<file path="src/rtl/mips_pkg.sv">
// Shared MIPS encoding constants, request kinds and encoder FSM states.
package mips_pkg;

  localparam logic [5:0] OP_RTYPE = 6'b000000;
  localparam logic [5:0] OP_LW    = 6'b100011;
  localparam logic [5:0] OP_SW    = 6'b101011;
  localparam logic [5:0] OP_BEQ   = 6'b000100;
  localparam logic [5:0] OP_ADDI  = 6'b001000;
  localparam logic [5:0] OP_J     = 6'b000010;

  localparam logic [5:0] FN_ADD = 6'b100000;
  localparam logic [5:0] FN_SUB = 6'b100010;
  localparam logic [5:0] FN_AND = 6'b100100;
  localparam logic [5:0] FN_OR  = 6'b100101;
  localparam logic [5:0] FN_SLT = 6'b101010;

  typedef enum logic [3:0] {
    K_ADD  = 4'd0,
    K_SUB  = 4'd1,
    K_AND  = 4'd2,
    K_OR   = 4'd3,
    K_SLT  = 4'd4,
    K_LW   = 4'd5,
    K_SW   = 4'd6,
    K_BEQ  = 4'd7,
    K_ADDI = 4'd8,
    K_J    = 4'd9,
    K_END  = 4'd15
  } instr_kind_t;

  typedef enum logic [1:0] {
    S_IDLE,
    S_ACCEPT,
    S_WRITE,
    S_DONE
  } enc_state_t;

endpackage

</file>
<file path="src/rtl/mips_word_encode.sv">
// Combinational request-to-word encoder; END yields no word and is not illegal.
module mips_word_encode
  import mips_pkg::*;
(
  input  logic [3:0]  kind,
  input  logic [4:0]  rs,
  input  logic [4:0]  rt,
  input  logic [4:0]  rd,
  input  logic [15:0] imm,
  input  logic [25:0] target,
  output logic [31:0] word,
  output logic        illegal
);

  always_comb begin
    word    = '0;
    illegal = 1'b0;
    case (kind)
      K_ADD:  word = {OP_RTYPE, rs, rt, rd, 5'd0, FN_ADD};
      K_SUB:  word = {OP_RTYPE, rs, rt, rd, 5'd0, FN_SUB};
      K_AND:  word = {OP_RTYPE, rs, rt, rd, 5'd0, FN_AND};
      K_OR:   word = {OP_RTYPE, rs, rt, rd, 5'd0, FN_OR};
      K_SLT:  word = {OP_RTYPE, rs, rt, rd, 5'd0, FN_SLT};
      K_LW:   word = {OP_LW,   rs, rt, imm};
      K_SW:   word = {OP_SW,   rs, rt, imm};
      K_BEQ:  word = {OP_BEQ,  rs, rt, imm};
      K_ADDI: word = {OP_ADDI, rs, rt, imm};
      K_J:    word = {OP_J, target};
      K_END:  word = '0;
      default: illegal = 1'b1;
    endcase
  end

endmodule

</file>
<file path="src/rtl/mips_instr_encoder.sv">
// Accepts symbolic requests and writes encoded MIPS words sequentially into imem.
module mips_instr_encoder
  import mips_pkg::*;
#(
  parameter int ADDR_W    = 6,
  parameter int DEPTH     = 64,
  parameter int BASE_ADDR = 0
) (
  input  logic              clk,
  input  logic              reset,
  input  logic              start,
  input  logic              req_valid,
  output logic              req_ready,
  input  logic [3:0]        req_kind,
  input  logic [4:0]        req_rs,
  input  logic [4:0]        req_rt,
  input  logic [4:0]        req_rd,
  input  logic [15:0]       req_imm,
  input  logic [25:0]       req_target,
  output logic              imem_we,
  output logic [ADDR_W-1:0] imem_waddr,
  output logic [31:0]       imem_wdata,
  output logic [ADDR_W:0]   words_written,
  output logic              done,
  output logic              full,
  output logic              err_illegal
);

  localparam logic [ADDR_W:0]   DEPTH_W = (ADDR_W+1)'(DEPTH);
  localparam logic [ADDR_W-1:0] BASE_W  = ADDR_W'(BASE_ADDR);

  enc_state_t        state;
  logic [ADDR_W-1:0] ptr;
  logic [31:0]       enc_word;
  logic              enc_illegal;
  logic              hs;

  assign hs = req_valid && req_ready;

  mips_word_encode u_enc (
    .kind    (req_kind),
    .rs      (req_rs),
    .rt      (req_rt),
    .rd      (req_rd),
    .imm     (req_imm),
    .target  (req_target),
    .word    (enc_word),
    .illegal (enc_illegal)
  );

  always_ff @(posedge clk) begin
    if (reset) begin
      state         <= S_IDLE;
      ptr           <= '0;
      req_ready     <= 1'b0;
      imem_we       <= 1'b0;
      imem_waddr    <= '0;
      imem_wdata    <= '0;
      words_written <= '0;
      done          <= 1'b0;
      full          <= 1'b0;
      err_illegal   <= 1'b0;
    end else begin
      imem_we <= 1'b0;
      case (state)
        S_IDLE, S_DONE: begin
          if (start) begin
            state         <= S_ACCEPT;
            req_ready     <= 1'b1;
            ptr           <= BASE_W;
            words_written <= '0;
            done          <= 1'b0;
            full          <= 1'b0;
            err_illegal   <= 1'b0;
          end
        end
        S_ACCEPT: begin
          if (hs) begin
            if (req_kind == K_END) begin
              state     <= S_DONE;
              req_ready <= 1'b0;
              done      <= 1'b1;
            end else if (enc_illegal) begin
              err_illegal <= 1'b1;
            end else begin
              // The word register doubles as the capture register for the request.
              state      <= S_WRITE;
              req_ready  <= 1'b0;
              imem_we    <= 1'b1;
              imem_waddr <= ptr;
              imem_wdata <= enc_word;
            end
          end
        end
        S_WRITE: begin
          ptr           <= ptr + 1'b1;
          words_written <= words_written + 1'b1;
          if (words_written + 1'b1 == DEPTH_W) begin
            state <= S_DONE;
            full  <= 1'b1;
            done  <= 1'b1;
          end else begin
            state     <= S_ACCEPT;
            req_ready <= 1'b1;
          end
        end
        default: state <= S_IDLE;
      endcase
    end
  end

endmodule

</file>
<file path="config.mk">
export PLATFORM = sky130hd
export DESIGN_NAME = mips_instr_encoder
export DESIGN_NICKNAME = d
export VERILOG_FILES = /design/src/rtl/mips_pkg.sv /design/src/rtl/mips_word_encode.sv /design/src/rtl/mips_instr_encoder.sv
export SDC_FILE = /design/constraint.sdc
export NUM_CORES = 1
export LEC_CHECK = 0
export CORE_MARGIN = 5
export CORE_UTILIZATION = 40
export CTS_BUF_LIST = sky130_fd_sc_hd__clkbuf_16
export DETAILED_ROUTE_END_ITERATION = 8
export PLACE_DENSITY_LB_ADDON = 0.1
export REMOVE_ABC_BUFFERS = 1
export SETUP_SLACK_MARGIN = 0.05
export SLEW_MARGIN = 20
export SYNTH_ARGS = -nofsm -noshare
export SYNTH_HDL_FRONTEND = slang
export SYNTH_HIERARCHICAL = 1
export SYNTH_SLANG_ARGS = --single-unit
</file>
<file path="constraint.sdc">
create_clock -name clk -period 2.3 [get_ports clk]
set_clock_uncertainty 0.2 [all_clocks]
set_input_delay 0.23 -clock clk [delete_from_list [all_inputs] [get_ports clk]]
set_output_delay 0.23 -clock clk [all_outputs]
set_load 0.005 [all_outputs]
</file>
==> results of run 1 <==
-- flip-flops by register name, summed over array words and instances (netlist names) --
register / cells
imem_wdata: 32
words_written: 7
imem_waddr: 6
ptr: 6
state: 2
done: 1
err_illegal: 1
full: 1
imem_we: 1
req_ready: 1
-- power by group through the flow --
| stage | combinational [mW] | sequential (mW) | clock (mW) |
|---|---|---|---|
| after global routing | 0.910 | 1.10 | 1.34 |
| final | 0.824 | 1.09 | 1.27 |
| after detailed placement | 0.824 | 1.11 | 0 |
| after CTS | 0.828 | 1.09 | 1.28 |
| after floorplan | 0.422 | 1.11 | 0 |
| after global placement | 0.812 | 1.11 | 0 |
-- cell families (layout without fill, tap and decap cells) --
| logic type | Yosys count | in the layout |
|---|---|---|
| buf+inv | 30 | 156 |
| compound gates | 101 | 101 |
| simple gates | 157 | 157 |
| flops | 58 | 58 |
| xor+xnor | 5 | 5 |
| mux | 12 | 12 |
| other cells | 1 | 1 |
| fa+ha+maj | 5 | 5 |
-- stage by stage --
stage | worst slack, ps | instances | setup TNS [ps] | power, mW | hold slack, ps
after floorplan | -895.7 | 344 | -33140 | 1.534 | 99.07
after global placement | -19.29 | 578 | -23.45 | 1.922 | 240.0
after detailed placement | -54.32 | 578 | -1428 | 1.937 | 246.3
after CTS | 136.7 | 594 | 0 | 3.206 | 147.9
after global routing | 132.0 | 594 | 0 | 3.348 | 166.2
final | 253.1 | 594 | 0 | 3.182 | 142.8
-- final timing paths --
path	from	endpoint	slack [ps]	depth (start not counted)
worst max-delay path	state[0]$_SDFFE_PP0P_	req_ready$_SDFFE_PP0P_	250	7
worst min-delay path	reset	words_written[3]$_SDFFE_PP0P_	140	2
worst max register to register	state[0]$_SDFFE_PP0P_	req_ready$_SDFFE_PP0P_	250	7
worst min register to register	imem_waddr[1]$_SDFFE_PP0P_	imem_waddr[1]$_SDFFE_PP0P_	250	2
-- per-layer routing --
| metal | vias to the layer above | global-route usage (%) |
|---|---|---|
| met5 | - | 0 |
| met4 | 0 | 7.227 |
| met3 | 11 | 4.066 |
| met2 | 80 | 30.48 |
| met1 | 1389 | 24.39 |
| li1 | 1529 | - |
-- layout by cell type (no fill, tap or decap), types with 2 or more instances in the layout --
master           Yosys  layout
mux2_1               2       2
a22o_2               6       6
buf_4                3      18
mux2i_1              6       6
nand3_1              6       6
a21o_1               2       2
a21oi_1             46      45
clkdlybuf4s50_1      0     113
nand2_1             90      90
buf_12               0       3
clkinv_2             0       4
and3_1               2       2
nor2b_1              3       3
ha_1                 5       5
a31oi_1              2       2
and2_1               9       9
nor2_1              26      26
o21ai_0              4       4
nor4_1               2       2
nand3b_1             2       2
a22o_1              10      10
o21a_1               2       2
clkbuf_16            0       9
a221o_1              3       3
dfxtp_1             58      58
nor3_1               5       4
nand2b_1             2       2
xor2_1               4       4
a32oi_1              2       2
a221o_2              3       3
mux2_2               2       2
inv_1                5       6
a22oi_1              7       7
o22ai_1              2       2
nand4_1              2       2
-- what timing repair did --
item                                   4_1_cts  5_1_grt
resized for setup                            0        1
endpoints found under the hold margin        0        0
setup endpoints to repair                    0        1
-- final cells by class --
| cell class | instances | area, um2 | area share (%) |
|---|---|---|---|
| clock buffers | 9 | 225.2 | 4.917 |
| clock inverters | 7 | 61.31 | 1.338 |
| inverters | 5 | 18.77 | 0.4097 |
| multi-input cells | 281 | 1659 | 36.22 |
| flip-flops and latches | 58 | 1161 | 25.35 |
| well taps | 99 | 123.9 | 2.704 |
| repair buffers | 135 | 1331 | 29.06 |
==> reports/results.ini, run 1 <==
[yosys]
synthMuxAreaShare_pct = 4.509
post-synth-top-count-cell = nand2_1
ys_seq_elements = 58
synth.avg_cell_area_um2 = 8.046
main_combinational_cell_family_by_area_after_synthesis = compound AO/OA/AOI/OAI gates
post_synth_fa_ha_maj_area_fraction_pct = 2.107
async_reset_ff_share_pct = 0
synth-edff-count = 0
netlist.top_cell.by_area = dfxtp_1
synth_compound_gate_area_share_pct = 23.73
synth_top_cells_by_count = 90 x nand2_1, 58 x dfxtp_1, 46 x a21oi_1, 26 x nor2_1
synth-simple-area-share_pct = 23.64
syn_inst = 369
post_synth_instance_area_mm2 = 0.002969
synth_seq_area_share_pct = 39.11
synth_top_area_share_pct = 39.11
ys_dominant_reg_cell = dfxtp_1
post_synth_main_area_contributors = dfxtp_1 39%, nand2_1 11%, a21oi_1 7.8%, nor2_1 3.3%, a22o_1 2.9%
ys.warnings.count = 6
post_synth_xor_area_fraction_pct = 1.475
synthDistinctLibCells = 58

[setup_path]
timing.critical_path.fanout_max = 5
crit_type = flop to flop
cp_data_required_time_ps = 2310
critPathArrivalTime_ps = 2050
cp_num_buf_inv = 1
cp_slowest_stage_delay_ps = 360
critPathLaunchType = flop
critical-path-top-delay-family = flip-flops
crit_path_top_delay_cell = dfxtp_1
setup.worst_path.end_class = flop
crit_chain = inv_1 > ha_1 > and2b_4 > a21oi_2 > and2_1 > a21boi_2 > mux2_1

[power]
cellPowerDensity_mw_per_mm2 = 694.6
power.switching_uw = 865.5
total_leakage_power_nw = 1.713
cell_internal_pwr_mw = 2.316
share_seq_of_total_power_pct = 34.3
comb_power_share_pct = 25.9
power_switching_share_pct = 27.20
share_of_power_burned_in_the_clock_network_pct = 39.8
peakVddDrop_uv = 465.6

[cts]
clock_latency_of_the_later_clocked_register_in_the_worst_skew_pair_ps = 320
htreeDepth = 3
post_cts_buffers = 0
root_buffer = clkbuf_16
clk_path_buf_depth = 2
cts_tree = built
cts_inserted_buffers = 9
clock_pin_transition_on_the_worst_setup_and_hold_timing_paths_ps = 50
cts_hold_buf = 0
cts_num_sinks = 58

[timing]
grt_setup_unrepaired = no
achievable-frequency_mhz = 488.6
setup_viol_count_final = 0
hold_violations = 0
timing_max_transition_violations_final = 0
worst_slew_margin_rel_pct = 63.26
worst_slew_pin_slew_ps = 551.0
finalWorstPathRequiredPeriod_ps = 2047
final_min_period_over_clock_period_pct = 88.99

[floorplan]
fp.dieW_um = 96.16
floorplan.rows = 31
start_util_pct = 40.93
core_area_mm2 = 0.007253
floorplan.die_area_mm2 = 0.009246
top_level_ports = 115
die-height_um = 96.16

[route]
routed_wirelength_mm = 8.504
highest-signal-layer = met4
vias_per_cell = 5.066
m1WireLength_mm = 3.734
wl_met3_um = 514
number_of_nets_with_antenna_violations_after_detailed_routing = 0
routedWlPerCell_um = 14.32
drc_violation_count_after_routing = 0
drt_first_pass_iters = 4
route.vias.total = 3009
met2WireLength_mm = 4.125
drt_first_iter_violations = 96

[finish]
layout.core_utilization_pct = 63.15
diodes = 0
fin_nets = 560
flow.area_growth_from_synthesis_pct = 54.28
final_area_mm2 = 0.004581
share_of_layout_cells_above_drive_strength_1_pct = 12.32
fillerInstances = 644

[grt]
globalRouteTotalUtil_pct = 18.84
antenna_found_initial = 0
via_count_of_the_first_global_routing_pass = 2869
first_pass_grt_wire_length_mm = 13.57
grt_overflow = 0
pin_count_of_the_biggest_net_entering_global_routing = 40

[placed_design]
detailedPlacementHpwl_mm = 6.234
gp_congestion = 0.7963
placed_area_mm2 = 0.004290
place.port_buffers = 114

[min_path]
worstHoldPathType = primary input to flop

[run]
max_cap_viol_count = 0

[status]
run_status = finished, final reports clean

Power figures use the tool's default switching activity.
==> run 2: changes to the inputs <==
- RECOVER_POWER: unset -> 50
==> run 2 against run 1 <==
Critical path depth stayed put; critical path type unchanged; wire length shrank 0.16%; sequential share of layout area increased by 0.083 points; count of clock-buffer cells in the layout unchanged; final area shrank 0.33%.
==> reports/results.ini, run 2 (synthesized netlist as in run 1, its figures left out) <==
[status]
run_status = finished, final reports clean

[timing]
worst_slew_pin_slew_ps = 536.8
final.hold.worst_slack_ps = 142.9
fin_tns_setup_ps = 0
timing_max_transition_violations_final = 0
timing.final.ws_setup_ps = 214.6
finalWorstPathRequiredPeriod_ps = 2085
hold_violations = 0
grt_setup_unrepaired = no
final_min_period_over_clock_period_pct = 90.67
setup_viol_count_final = 0
achievable-frequency_mhz = 479.5
worst_slew_margin_rel_pct = 64.08

[cts]
htreeDepth = 3
clock_pin_transition_on_the_worst_setup_and_hold_timing_paths_ps = 50
clk_path_buf_depth = 2
cts_inserted_buffers = 9
root_buffer = clkbuf_16
clock_latency_of_the_later_clocked_register_in_the_worst_skew_pair_ps = 320
cts_num_sinks = 58
cts_tree = built

[route]
vias_per_cell = 5.049
routed_wirelength_mm = 8.490
drt_first_iter_violations = 107
routedWlPerCell_um = 14.29
number_of_nets_with_antenna_violations_after_detailed_routing = 0
drc_violation_count_after_routing = 0
drt_first_pass_iters = 5
route.vias.total = 2999

[setup_path]
timing.critical_path.fanout_max = 9
crit_type = flop to flop
cp_num_buf_inv = 3
critical-path-top-delay-family = buffers and inverters
critical_path.reg2reg.startpoint = state[0]$_SDFFE_PP0P_
reg2reg_setup_slack_ps = 210
crit_chain = inv_1 > ha_1 > buf_4 > mux2i_1 > clkbuf_1 > a22oi_1 > nor2_1
cp_data_required_time_ps = 2340
critPathLaunchType = flop
cp-endpoint = words_written[6]$_SDFFE_PP0P_
endpoint_of_the_most_critical_register_to_register_path = words_written[6]$_SDFFE_PP0P_
setup.worst_path.end_class = flop
critPathArrivalTime_ps = 2130
worstRegToRegCells = 7
crit_path_top_delay_cell = clkbuf_1
critical_path_cell_count = 7
crit_path_start = state[0]$_SDFFE_PP0P_
cp_slowest_stage_delay_ps = 400

[finish]
max_flop_register = imem_wdata
fin_nets = 560
multiInputGateArea_mm2 = 0.001655
flow.area_growth_from_synthesis_pct = 53.77
diodes = 0
layout.core_utilization_pct = 62.95
reg_top3 = imem_wdata (32), words_written (7)
share_of_layout_cells_above_drive_strength_1_pct = 11.52
largest_register_ff_count = 32
layout_commonest_cell = nand2_1
layout.cells.most_common_list = 90 x nand2_1, 65 x clkdlybuf4s50_1, 58 x dfxtp_1, 48 x dlygate4sd3_1, 45 x a21oi_1
fillerInstances = 649
seqCellArea_mm2 = 0.001161

[grt]
grt_overflow = 0
globalRoute.busiestLayer = met2
first_pass_grt_wire_length_mm = 13.57
pin_count_of_the_biggest_net_entering_global_routing = 40
grt_use_met3_pct = 4.066
grt.met1_usage_pct = 24.39
grt_met2_usage_pct = 30.48
globalRouteTotalUtil_pct = 18.84
antenna_found_initial = 0
via_count_of_the_first_global_routing_pass = 2869

[floorplan]
start_util_pct = 40.93
die-height_um = 96.16
core_area_mm2 = 0.007253
fp.dieW_um = 96.16
floorplan.die_area_mm2 = 0.009246
top_level_ports = 115
floorplan.rows = 31

[run]
max_cap_viol_count = 0

[placed_design]
detailedPlacementHpwl_mm = 6.234
gp_congestion = 0.7963
pre_cts_slack_ps = -54.32
place.port_buffers = 114

[power]
total_leakage_power_nw = 1.873
peakVddDrop_uv = 462.0
cellPowerDensity_mw_per_mm2 = 690.0
finalPower_mw = 3.150

[min_path]
worstHoldPathType = primary input to flop

-- run 2: cell count changes in the layout (fill, tap and decap cells not counted), sizes merged --
cell	delta
clkdlybuf4s50	-48
dlygate4sd3	+48
buf	-3
clkbuf	+3
-- run 2: worst min-delay path by stage --
stage | start | slack, ps | cells past startpoint | to
3_3_place_gp | imem_wdata[22]$_SDFFE_PP0P_ | 240 | 2 | imem_wdata[22]$_SDFFE_PP0P_
4_1_cts | reset | 150 | 2 | words_written[1]$_SDFFE_PP0P_
2_1_floorplan | reset | 100 | 1 | imem_waddr[0]$_SDFFE_PP0P_
3_5_place_dp | imem_waddr[1]$_SDFFE_PP0P_ | 250 | 2 | imem_waddr[1]$_SDFFE_PP0P_
5_1_grt | reset | 170 | 2 | words_written[3]$_SDFFE_PP0P_
6_report | reset | 140 | 2 | words_written[3]$_SDFFE_PP0P_
-- run 2: per-stage QoR --
step | cell area, um2 | instances
after floorplan | 2830 | 344
after global placement | 4290 | 578
after detailed placement | 4290 | 578
after CTS | 4577 | 594
after global routing | 4566 | 594
final | 4566 | 594
-- run 2: per-layer routing --
metal / part of all wire, % / up-vias / routed length [um]
met5: 0 / - / 0
met4: 1.6 / 0 / 132
met3: 6.2 / 11 / 525
met2: 49 / 80 / 4137
met1: 44 / 1379 / 3695
li1: - / 1529 / -
-- run 2: what timing repair did --
item / CTS / global route
hold buffers: 0 / 0
setup endpoints to repair: 0 / 1
buffers inserted: 0 / 0
resized for setup: 0 / 1
-- run 2: area by class of cell --
type	count	area share, %
Inverter	5	0.4111
Sequential cell	58	25.43
Multi-Input combinational cell	281	36.26
Clock inverter	7	1.343
Clock buffer	9	4.933
Tap cell	99	2.713
Timing Repair Buffer	135	28.91
-- run 2: worst reg2reg max path, cell delays in order (launching register included) --
cell and delay [ps]:
dfxtp_1 360, inv_1 60, ha_1 290, buf_4 150, mux2i_1 250, clkbuf_1 400
a22oi_1 160, nor2_1 130
-- run 2: power breakdown --
group          internal [mW]  switching [mW]
sequential              1.06          0.0314
clock                  0.824           0.439
combinational          0.407           0.389
total                   2.29           0.860
==> run 3: changes to the inputs <==
- CELL_PAD_IN_SITES_DETAIL_PLACEMENT: unset -> 0
- CELL_PAD_IN_SITES_GLOBAL_PLACEMENT: unset -> 2
- CORE_UTILIZATION: 40 -> 22
- GPL_TIMING_DRIVEN: unset -> 0
==> run 3 against run 2 <==
Register-to-register slack lost 70 ps; first-iteration DRC count grew 14%; core utilization down 28 points; combinational power grew 2.8%; sequential share of layout area decreased by 0.24 points; final cell count is 10% higher; die area is 72% higher; setup slack worse by 66 ps; global-route usage decreased by 6.6 points; hold slack better by 77 ps; largest cell class unchanged.
==> reports/results.ini, run 3 (synthesized netlist as in run 1, its figures left out) <==
[setup_path]
critical_path.reg2reg.startpoint = state[0]$_SDFFE_PP0P_
critPathLaunchType = flop
timing.critical_path.fanout_max = 7
crit_type = flop to flop
critPathArrivalTime_ps = 2160
worstRegToRegCells = 7
setup.worst_path.end_class = flop
reg2reg_setup_slack_ps = 150
endpoint_of_the_most_critical_register_to_register_path = req_ready$_SDFFE_PP0P_
cp_data_required_time_ps = 2310

[finish]
layout.core_utilization_pct = 34.88
flow.area_growth_from_synthesis_pct = 55.58
final-instance-count-excl-fill = 655
reg_top3 = imem_wdata (32), words_written (7)
largest_register_ff_count = 32
fin_nets = 544
max_flop_register = imem_wdata
layout.cells.most_common_list = 90 x nand2_1, 61 x clkdlybuf4s50_1, 56 x dfxtp_1, 48 x dlygate4sd3_1, 45 x a21oi_1
diodes = 0
layout_commonest_cell = nand2_1
share_of_layout_cells_above_drive_strength_1_pct = 11.06

[route]
number_of_nets_with_antenna_violations_after_detailed_routing = 0
routedWlPerCell_um = 14.79
drt_first_pass_iters = 4
vias_per_cell = 4.447
routed_wirelength_mm = 9.685
route.vias.total = 2913
drt_first_iter_violations = 122
drc_violation_count_after_routing = 0

[grt]
via_count_of_the_first_global_routing_pass = 2958
pin_count_of_the_biggest_net_entering_global_routing = 58
grt_overflow = 0
first_pass_grt_wire_length_mm = 15.59
globalRouteTotalUtil_pct = 12.28
antenna_found_initial = 0

[placed_design]
gp_congestion = 0.6981
place.port_buffers = 114
dpl.cell_count = 638
detailedPlacementHpwl_mm = 6.884
pre_cts_slack_ps = -970.6

[floorplan]
floorplan.rows = 42
top_level_ports = 115
start_util_pct = 22.42
floorplan.die_area_mm2 = 0.01592
core_area_mm2 = 0.01324
die-height_um = 126.2
fp.dieW_um = 126.2

[cts]
clock_latency_of_the_later_clocked_register_in_the_worst_skew_pair_ps = 330
clock_pin_transition_on_the_worst_setup_and_hold_timing_paths_ps = 50
htreeDepth = 3
cts_tree = built
root_buffer = clkbuf_16
cts_num_sinks = 58
cts_inserted_buffers = 9
cts_hold_buf = 0
clk_path_buf_depth = 2

[power]
cellPowerDensity_mw_per_mm2 = 718.6
total_leakage_power_nw = 1.834
finalPower_mw = 3.320
peakVddDrop_uv = 380.6

[min_path]
hold_path_depth = 2
whs_endpoint = words_written[3]$_SDFFE_PP0P_
worstHoldPathType = primary input to flop
worst_hold_startpoint = reset

[timing]
timing_max_transition_violations_final = 0
final_min_period_over_clock_period_pct = 93.55
fin_tns_setup_ps = 0
worst_slew_margin_rel_pct = 43.22
worst_slew_pin_slew_ps = 846.7
achievable-frequency_mhz = 464.8
grt_setup_unrepaired = yes
hold_violations = 0
setup_viol_count_final = 0
timing.final.ws_setup_ps = 148.4
finalWorstPathRequiredPeriod_ps = 2152

[status]
run_status = finished, final reports clean

[run]
max_cap_viol_count = 0

==> run 3: worst max-delay path by stage <==
| stage | slack (ps) | startpoint | endpoint |
|---|---|---|---|
| 3_3_place_gp | -3720 | req_kind[0] | imem_waddr[3]$_SDFFE_PP0P_ |
| 4_1_cts | 50 | state[0]$_SDFFE_PP0P_ | ptr[5]$_SDFFE_PP0P_ |
| 6_report | 150 | state[0]$_SDFFE_PP0P_ | req_ready$_SDFFE_PP0P_ |
| 3_5_place_dp | -970 | req_kind[0] | imem_waddr[3]$_SDFFE_PP0P_ |
| 2_1_floorplan | -900 | state[1]$_SDFFE_PP0P_ | imem_waddr[0]$_SDFFE_PP0P_ |
| 5_1_grt | 40 | state[0]$_SDFFE_PP0P_ | req_ready$_SDFFE_PP0P_ |
==> run 3: layer usage <==
layer | routed length, um | track usage [%]
met2 | 4636 | 19.94
met1 | 4438 | 15.57
met4 | 156 | 4.732
met5 | 0 | 0
met3 | 453 | 3.260
==> run 3: per-stage QoR <==
stage                     hold slack (ps)  area (um2)
final                               220.2        4619
after global routing                248.8        4619
after CTS                           223.4        4594
after detailed placement            245.6        4249
after global placement              241.3        4192
after floorplan                     99.07        2830
==> run 3: report_power, final <==
part | total, mW | internal [mW] | switching [mW]
clock | 1.41 | 0.935 | 0.473
sequential | 1.09 | 1.06 | 0.0345
combinational | 0.818 | 0.404 | 0.414
==> run 3: repair_timing <==
item                                   in CTS  in global routing
buffers inserted                            1                  0
setup endpoints to repair                  44                 29
endpoints found under the hold margin       0                  0
pin swaps                                   1                  0
resized for setup                          11                  6
==> run 3: area by class of cell <==
cell class | count | area [um2]
well taps | 176 | 220.2
repair buffers | 119 | 1199
multi-input cells | 281 | 1709
flip-flops and latches | 58 | 1164
fillers | 1457 | 8623
inverters | 5 | 18.77
clock inverters | 7 | 83.83
clock buffers | 9 | 225.2
==> run 3: critical path, cell delays in order (launching register included) <==
cell      delay, ps
dfxtp_1         350
inv_1            60
ha_2            350
and2b_4         220
a21oi_4         140
and2_4          180
a21boi_2        200
mux2_1          340
